## src/rtl/collision_detector_pkg.sv

```systemverilog
// collision_detector_pkg: shared states, probe indices, offset table and off-map thresholds
// for the character collision scanner.
package collision_detector_pkg;

    typedef enum logic [1:0] {IDLE, PROBE, DRAIN, DONE} state_t;

    localparam logic [2:0] P_UP0    = 3'd0;
    localparam logic [2:0] P_UP1    = 3'd1;
    localparam logic [2:0] P_DOWN0  = 3'd2;
    localparam logic [2:0] P_DOWN1  = 3'd3;
    localparam logic [2:0] P_LEFT0  = 3'd4;
    localparam logic [2:0] P_LEFT1  = 3'd5;
    localparam logic [2:0] P_RIGHT0 = 3'd6;
    localparam logic [2:0] P_RIGHT1 = 3'd7;

    localparam logic [7:0] FLOOR_Y_MIN = 8'h80;
    localparam logic [7:0] SKY_Y_MIN   = 8'hF0;

    // Returns {dx, dy} as mod-256 offsets from the sprite's top-left corner.
    function automatic logic [15:0] probe_offset(input logic [2:0] idx, input int cw, input int ch);
        logic [7:0] w;
        logic [7:0] h;
        w = 8'(cw);
        h = 8'(ch);
        return idx == P_UP0    ? {8'h00, 8'hFF} :
               idx == P_UP1    ? {w - 8'd1, 8'hFF} :
               idx == P_DOWN0  ? {8'h00, h} :
               idx == P_DOWN1  ? {w - 8'd1, h} :
               idx == P_LEFT0  ? {8'hFF, 8'h00} :
               idx == P_LEFT1  ? {8'hFF, h - 8'd1} :
               idx == P_RIGHT0 ? {w, 8'h00} :
                                 {w, h - 8'd1};
    endfunction

endpackage

```

## src/rtl/collision_detector_probe_addr.sv

```systemverilog
// collision_probe_addr: world coordinates, tile-map address and floor/sky classification
// for one probe of the snapshotted character position.
module collision_probe_addr
    import collision_detector_pkg::*;
#(
    parameter int CHAR_W     = 8,
    parameter int CHAR_H     = 16,
    parameter int TILE_SHIFT = 3
) (
    input  logic [2:0] i_idx,
    input  logic [7:0] i_x,
    input  logic [7:0] i_y,
    input  logic [7:0] i_scroll,
    output logic [8:0] o_map_addr,
    output logic       o_floor,
    output logic       o_sky
);
    logic [15:0] w_off;
    logic [7:0]  w_world_x;
    logic [7:0]  w_probe_y;

    assign w_off      = probe_offset(i_idx, CHAR_W, CHAR_H);
    assign w_world_x  = i_x + i_scroll + w_off[15:8];
    assign w_probe_y  = i_y + w_off[7:0];
    assign o_map_addr = {4'(w_probe_y >> TILE_SHIFT), 5'(w_world_x >> TILE_SHIFT)};
    assign o_floor    = w_probe_y >= FLOOR_Y_MIN && w_probe_y < SKY_Y_MIN;
    assign o_sky      = w_probe_y >= SKY_Y_MIN;

endmodule

```

## src/rtl/collision_detector.sv

```systemverilog
// collision_detector: once-per-frame 8-probe tile-map scan producing registered
// up/down/left/right blocked flags for the player sprite.
module collision_detector
    import collision_detector_pkg::*;
#(
    parameter int CHAR_W     = 8,
    parameter int CHAR_H     = 16,
    parameter int TILE_SHIFT = 3
) (
    input  logic       clock,
    input  logic       resetn,
    input  logic       start,
    input  logic [7:0] x_position,
    input  logic [7:0] y_position,
    input  logic [7:0] scroll_x,
    output logic [8:0] map_addr,
    output logic       map_rd,
    input  logic [1:0] map_data,
    output logic       busy,
    output logic       done,
    output logic       left_blocked,
    output logic       right_blocked,
    output logic       up_blocked,
    output logic       down_blocked
);
    state_t     r_state;
    state_t     w_next;
    logic [2:0] r_idx;
    logic [7:0] r_x;
    logic [7:0] r_y;
    logic [7:0] r_scroll;
    logic [7:0] r_hits;
    logic [7:0] w_hits;
    logic       r_pv;
    logic [2:0] r_pi;
    logic       r_pf;
    logic       r_ps;
    logic [8:0] w_addr;
    logic       w_floor;
    logic       w_sky;
    logic       w_res;

    collision_probe_addr #(
        .CHAR_W    (CHAR_W),
        .CHAR_H    (CHAR_H),
        .TILE_SHIFT(TILE_SHIFT)
    ) u_probe (
        .i_idx     (r_idx),
        .i_x       (r_x),
        .i_y       (r_y),
        .i_scroll  (r_scroll),
        .o_map_addr(w_addr),
        .o_floor   (w_floor),
        .o_sky     (w_sky)
    );

    always_comb begin
        w_next = r_state;
        w_next = r_state == IDLE  ? (start ? PROBE : IDLE) :
                 r_state == PROBE ? (r_idx == P_RIGHT1 ? DRAIN : PROBE) :
                 r_state == DRAIN ? DONE : IDLE;
    end

    assign map_rd   = r_state == PROBE;
    assign map_addr = map_rd ? w_addr : '0;
    assign busy     = r_state != IDLE;
    assign done     = r_state == DONE;

    // Map data answers the probe issued one cycle earlier; off-map rows override it.
    assign w_res  = r_pf | (~r_ps & (|map_data));
    assign w_hits = r_hits | ({8{r_pv & w_res}} & (8'b1 << r_pi));

    always_ff @(posedge clock) begin
        if (!resetn) begin
            r_state       <= IDLE;
            r_idx         <= '0;
            r_x           <= '0;
            r_y           <= '0;
            r_scroll      <= '0;
            r_hits        <= '0;
            r_pv          <= 1'b0;
            r_pi          <= '0;
            r_pf          <= 1'b0;
            r_ps          <= 1'b0;
            up_blocked    <= 1'b0;
            down_blocked  <= 1'b0;
            left_blocked  <= 1'b0;
            right_blocked <= 1'b0;
        end else begin
            r_state <= w_next;
            r_idx   <= map_rd ? r_idx + 3'd1 : '0;
            r_pv    <= map_rd;
            r_pi    <= r_idx;
            r_pf    <= w_floor;
            r_ps    <= w_sky;
            r_hits  <= w_hits;
            if (r_state == IDLE && start) begin
                r_x      <= x_position;
                r_y      <= y_position;
                r_scroll <= scroll_x;
                r_hits   <= '0;
            end
            if (r_state == DRAIN) begin
                up_blocked    <= w_hits[P_UP0] | w_hits[P_UP1];
                down_blocked  <= w_hits[P_DOWN0] | w_hits[P_DOWN1];
                left_blocked  <= w_hits[P_LEFT0] | w_hits[P_LEFT1];
                right_blocked <= w_hits[P_RIGHT0] | w_hits[P_RIGHT1];
            end
        end
    end

endmodule

```

## config.mk

```make
export PLATFORM = sky130hd
export DESIGN_NAME = collision_detector
export DESIGN_NICKNAME = d
export VERILOG_FILES = /design/src/rtl/collision_detector_pkg.sv /design/src/rtl/collision_detector_probe_addr.sv /design/src/rtl/collision_detector.sv
export SDC_FILE = /design/constraint.sdc
export NUM_CORES = 1
export LEC_CHECK = 0
export ABC_AREA = 1
export BUFFER_PORTS_ARGS = -buffer_cell sky130_fd_sc_hd__buf_2
export CAP_MARGIN = 30
export CORE_UTILIZATION = 40
export DETAILED_ROUTE_END_ITERATION = 8
export PLACE_DENSITY_LB_ADDON = 0.12
export SLEW_MARGIN = 20
export SYNTH_ARGS = -nofsm -noshare
export SYNTH_HDL_FRONTEND = slang
export SYNTH_SLANG_ARGS = --single-unit
export TNS_END_PERCENT = 1
```

## constraint.sdc

```tcl
create_clock -name clock -period 7.5 [get_ports clock]
set_input_delay 1.5 -clock clock [delete_from_list [all_inputs] [get_ports clock]]
set_output_delay 1.5 -clock clock [all_outputs]
set_load 0.005 [all_outputs]
```

* Yosys cells after proc, flatten, opt, wreduce, memory -nomap -nowiden *
Cells that the tools add are included.

storage, ports and cells
  flip-flop bits (word level) = 47
  logic and storage cells = 64

operators by class
  $add $sub $neg = 4
  order comparisons = 3
  equal/unequal tests = 10
  shift operators = 1
  multiplexer cells = 13
  bitwise operators = 11
  reductions and logical operators = 8

operator list
  kind                 number
  $mux 16              6
  $add 8x8->8          3
  $ge 8x8->1 const B   2
  $eq 3x3->1 const B   4
  $mux 9               1
  $and 8x8->8          1
  $lt 8x8->1 const B   1
  $mux 2               4
  $or 8x8->8           1
  $shl 1x3->8 const A  1
  $eq 3x2->1 const B   2
  $or 1x1->1           5
  $eq 2x2->1 const B   2
  $mux 4               1
  $reduce_or 2->1      2
  $add 3x1->3 const B  1
  $eq 3x1->1 const B   1
  $logic_not 3->1      1
  $and 1x1->1          2
  $eq 2x1->1 const B   1
  $logic_and 1x1->1    2
  $logic_not 2->1      1
  $not 1->1            2
  $reduce_and 2->1     1
  other kinds (2)      2

* Longest topological paths before layout *
  depth in word-level cells = 11
  depth in mapped cells = 16
  gate-level depth less buffers = 16

* Hierarchy *
From an unflattened synthesis, not the netlist that was laid out.

unflattened totals
  cell total of the unflattened synthesis = 380
  area total of the unflattened synthesis = 2758.9 um2

by module, submodules not included
  module                instances  cells each  area each (um2)
  collision_detector    1          243         1920.6
  collision_probe_addr  1          137         838.3

* Worst setup path after synthesis *
Ideal clock, no wire load.

  kind = reg2out
  start = register r_idx[0]
  end = output map_addr[4]
  arrival = 2.499 ns
  slack = 3.501 ns
  stages on the path, launching flop included = 15
  cell sequence = dfxtp_1 > ha_1 > ha_1 > inv_1 > nand2_1 > nor2_1 > fa_1 > ha_1 > nand2_1 > nand2_1 > nand2_1 > nand2_1 > a21oi_1 > a21oi_1 > nor2_1

on the way
  word-level cells in the longest chain between the ends = 9
  elaborated cells between the ends (all ways) = 14
  classes of those cells = 1 x add/sub; 5 x eq/ne; 7 x mux; 1 x reduce/logical

RTL lines
  item                    line                                 RTL
  from (decl)             collision_detector.sv:28             logic [2:0] r_idx;
  from (signal assigned)  collision_detector.sv:91             r_idx <= map_rd ? r_idx + 3'd1 : '0;
  $eq 3x3->1              collision_detector_pkg.sv:30         idx == P_LEFT1 ? {8'hFF, h - 8'd1} :
  $mux 16                 collision_detector_pkg.sv:30
  $mux 16                 collision_detector_pkg.sv:29         idx == P_LEFT0 ? {8'hFF, 8'h00} :
  $mux 16                 collision_detector_pkg.sv:28         idx == P_DOWN1 ? {w - 8'd1, h} :
  $mux 16                 collision_detector_pkg.sv:27         idx == P_DOWN0 ? {8'h00, h} :
  $mux 16                 collision_detector_pkg.sv:26         idx == P_UP1 ? {w - 8'd1, 8'hFF} :
  $mux 16 *               collision_detector_pkg.sv:25         return idx == P_UP0 ? {8'h00, 8'hFF} :
  $add 8x8->8 *           collision_detector_probe_addr.sv:23  assign w_world_x = i_x + i_scroll + w_off[15:8];
  $mux 9 *                collision_detector.sv:65             assign map_addr = map_rd ? w_addr : '0;
  to (decl)               collision_detector.sv:16             output logic [8:0] map_addr,

Mark *: on every way between the ends. The rest lies on a longest branch, timed or not.

* Worst setup path after layout *
  start = register r_idx[0]
  end = output map_addr[3]

Same word-level chain as after synthesis.

==> results.tsv <==
stage	metric	value	unit
run_status	status	completed	
worst_setup_path	CP Launch Type	register	
power_and_ir_drop	Max IR drop VDD	0.0921	mV
sta	Worst slew margin	49.9	%
logic_synthesis	Post-Synthesis Cell Area	0.00279	mm^2
route	Vias/cell	4.65	
final_layout	Post-layout nets	498	
clocking	CTS tree	built	
sta	setup violators final	0	
logic_synthesis	most frequent cells after synthesis	82 x inv_1, 68 x nand2_1, 47 x dfxtp_1	
worst_setup_path	arrival time worst endpoint	3.25	ns
global_route	Overflow after GRT	0	
clocking	H-tree depth	2	
power_and_ir_drop	total power	627	uW
worst_setup_path	reg2reg end	r_ps	
route	Pre-antenna DRT Iters	4	
placed_design	hpwl dp	4460	um
final_layout	ratio of cells with drive above 1 in the final layout	16.5	%
sta	final hold vios	0	
min_path	hold path depth	2	
placed_design	routability cong.	0.841	
worst_setup_path	Reg2Reg Launch Point	r_idx[0]	
logic_synthesis	post-synthesis cell type count	29	
power_and_ir_drop	LEAKAGE	0.00168	uW
clocking	Clk pin slew, worst setup/hold paths	0.09	ns
global_route	initial antenna violation count	0	
job	maxcap violations	0	
worst_setup_path	R2R depth	16	
sta	final cycle utilization of the critical path	63.3	%
min_path	hold endpoint	r_hits[4]	
logic_synthesis	top cell type's share of synthesized area	33.8	%
global_route	vias in the first global route	2372	
global_route	largest net degree at the start of global routing	36	
sta	RSZ-0062 raised after global routing	false	
min_path	Hold WC Path Type	reg -> reg	
worst_setup_path	largest fanout on the critical path	6	
floorplanning	core outline area	0.00676	mm^2
final_layout	fillers	709	
route	wire per inst	11.1	um
sta	final setup TNS	0	ns
route	DR iter-0 viols	74	
placed_design	Port Buffer Count	44	
logic_synthesis	fraction of registers with async set/reset	0	%
sta	hold_ws	0.461	ns
logic_synthesis	Syn Inst Count	398	
clocking	later-pin clock latency in the skew report	0.31	ns
floorplanning	IO Count	45	
logic_synthesis	register area share after synthesis	33.8	%
clocking	CTS Buf Count	5	
power_and_ir_drop	power per standard cell area	196	mW/mm^2
clocking	cts hold-fix bufs	0	
logic_synthesis	Ys Warns	0	
sta	Slew @ Worst Pin	0.749	ns
logic_synthesis	largest area contributor in the netlist	dfxtp_1	
clocking	clock root buffer	clkbuf_8	
final_layout	P&R area growth vs syn	15.0	%
clocking	post-CTS setup buffer count	0	
logic_synthesis	Mapped Nets	454	
global_route	Overall Global Routing Usage	17.6	%
route	DRC Markers	0	
min_path	hold path start	r_hits[4]	
logic_synthesis	ys flop type	dfxtp_1	
clocking	Max Root-Sink Buffers	2	
floorplanning	Total Die Area	0.00730	mm^2
global_route	first-pass GRT wire length	10300	um
logic_synthesis	top cells by area, synth	dfxtp_1 34%, inv_1 11%, nand2_1 9.2%, ha_1 9.0%, nand3_1 8.3%	
clocking	PostCTS Resize Cnt	0	
sta	Tmin final	4.75	ns
floorplanning	Core Rows	30	
floorplanning	Chip Width	85.5	um
floorplanning	Die H	85.5	um
worst_setup_path	r2r setup slk	4.95	ns
logic_synthesis	flops & latches, synth	47	
logic_synthesis	EDFF count, synth	0	
final_layout	Antenna Diode Count	0	
clocking	TritonCTS Sinks	47	
floorplanning	Starting Density	41.2	%
sta	clk_skew	0.00417	ns
worst_setup_path	critical path class	reg -> out	
worst_setup_path	critical path endpoint category	output pin	
logic_synthesis	most frequent cell after synthesis	inv_1	
route	Routed Wire Length	5800	um
logic_synthesis	syn_area_per_cell	7.00	um^2
route	Routed Antenna Nets	0	
sta	fmax	0.211	GHz
sta	Max Slew Vio Count	0	
worst_setup_path	WP data required	6.00	ns
route	Via Count	2434	
==> where the power goes <==
part | leakage [uW] | internal, uW | total, uW | switching, uW
combinational | 0.00124 | 61.1 | 158 | 97.3
clock | 0.0000587 | 101 | 194 | 93.4
sequential | 0.000384 | 265 | 274 | 9.14
==> worst max path at each step <==
stage / slack, ns / to / cells past startpoint / from
floorplan: 3.50 / map_addr[4] / 14 / r_idx[0]
global placement: 3.23 / map_addr[4] / 16 / r_idx[0]
detailed placement: 3.11 / map_addr[3] / 14 / r_idx[0]
CTS: 2.75 / map_addr[3] / 14 / r_idx[0]
global route: 2.37 / map_addr[3] / 14 / r_idx[0]
finish: 2.75 / map_addr[3] / 14 / r_idx[0]
==> cell families after synthesis <==
family	Yosys count	share of synthesized area (%)
and+or+nand+nor	165	26.5
buffers and inverters	94	13.2
AOI/OAI and AO/OA	65	12.5
DFF	47	33.8
adders and majority gates	27	14.0
==> placed cells by master (no fill, tap or decap) <==
cell type  instances
nand2_4            1
ha_1              20
or2_1              1
clkinv_4           1
nand3b_1           1
dfxtp_1           47
a21oi_1           25
fa_1               7
nand4_1            2
inv_2              4
a31oi_1            1
bufinv_16          1
nor2_2             3
o21ai_0           20
nor3_1             2
o221ai_1           1
nand2_2            8
o21ai_1           13
nand3_2            1
buf_16             1
buf_2             44
nor2_1            31
nand3_1           46
inv_6              1
a21oi_2            1
o31ai_1            1
a21boi_2           1
nor2_4             1
o21bai_1           2
nand2_1           68
inv_1             82
clkbuf_8           5
==> metal layers <==
metal  vias up  GRT usage, %  wire length, um
met1      1057          21.5             2830
met4         0          5.91               84
met2        33          31.1             2720
met3         7          3.11              168
met5         -             0                0
li1       1337             -                -
==> critical path: stages (launching register included) <==
cell      delay, ns
dfxtp_1        0.43
inv_1          0.12
ha_1           0.25
inv_1          0.06
nand2_1        0.08
o31ai_1        0.37
fa_1           0.49
ha_1           0.39
inv_1          0.08
nor3_1         0.19
nand3b_1       0.14
nand3_1        0.10
nand2_1        0.05
nor2_1         0.08
buf_2          0.11
==> flip-flops by register name, summed over array words and instances (netlist names), 2 cells and up <==
name      cells
r_state       2
r_y           8
r_hits        8
r_x           8
r_scroll      8
r_idx         3
r_pi          3
==> area by class of cell <==
class	instances	area [um^2]	area share, %
clock buffer	5	68.8	2.15
clock inverter	3	47.5	1.48
inverter	86	323	10.1
multi-input combinational	257	1480	46.1
sequential	47	941	29.4
tap	80	100	3.12
timing repair buffer	45	248	7.73
==> per-stage QoR <==
step	instances	area [um^2]	setup slack [ns]	util [%]
3_3_place_gp	514	3060	3.23	45.3
3_5_place_dp	515	3090	3.11	45.7
5_1_grt	523	3210	2.37	47.4
4_1_cts	523	3210	2.75	47.4
6_report	523	3210	2.75	47.4
2_1_floorplan	398	2790	3.50	-
(Power assumes the default switching activity.)
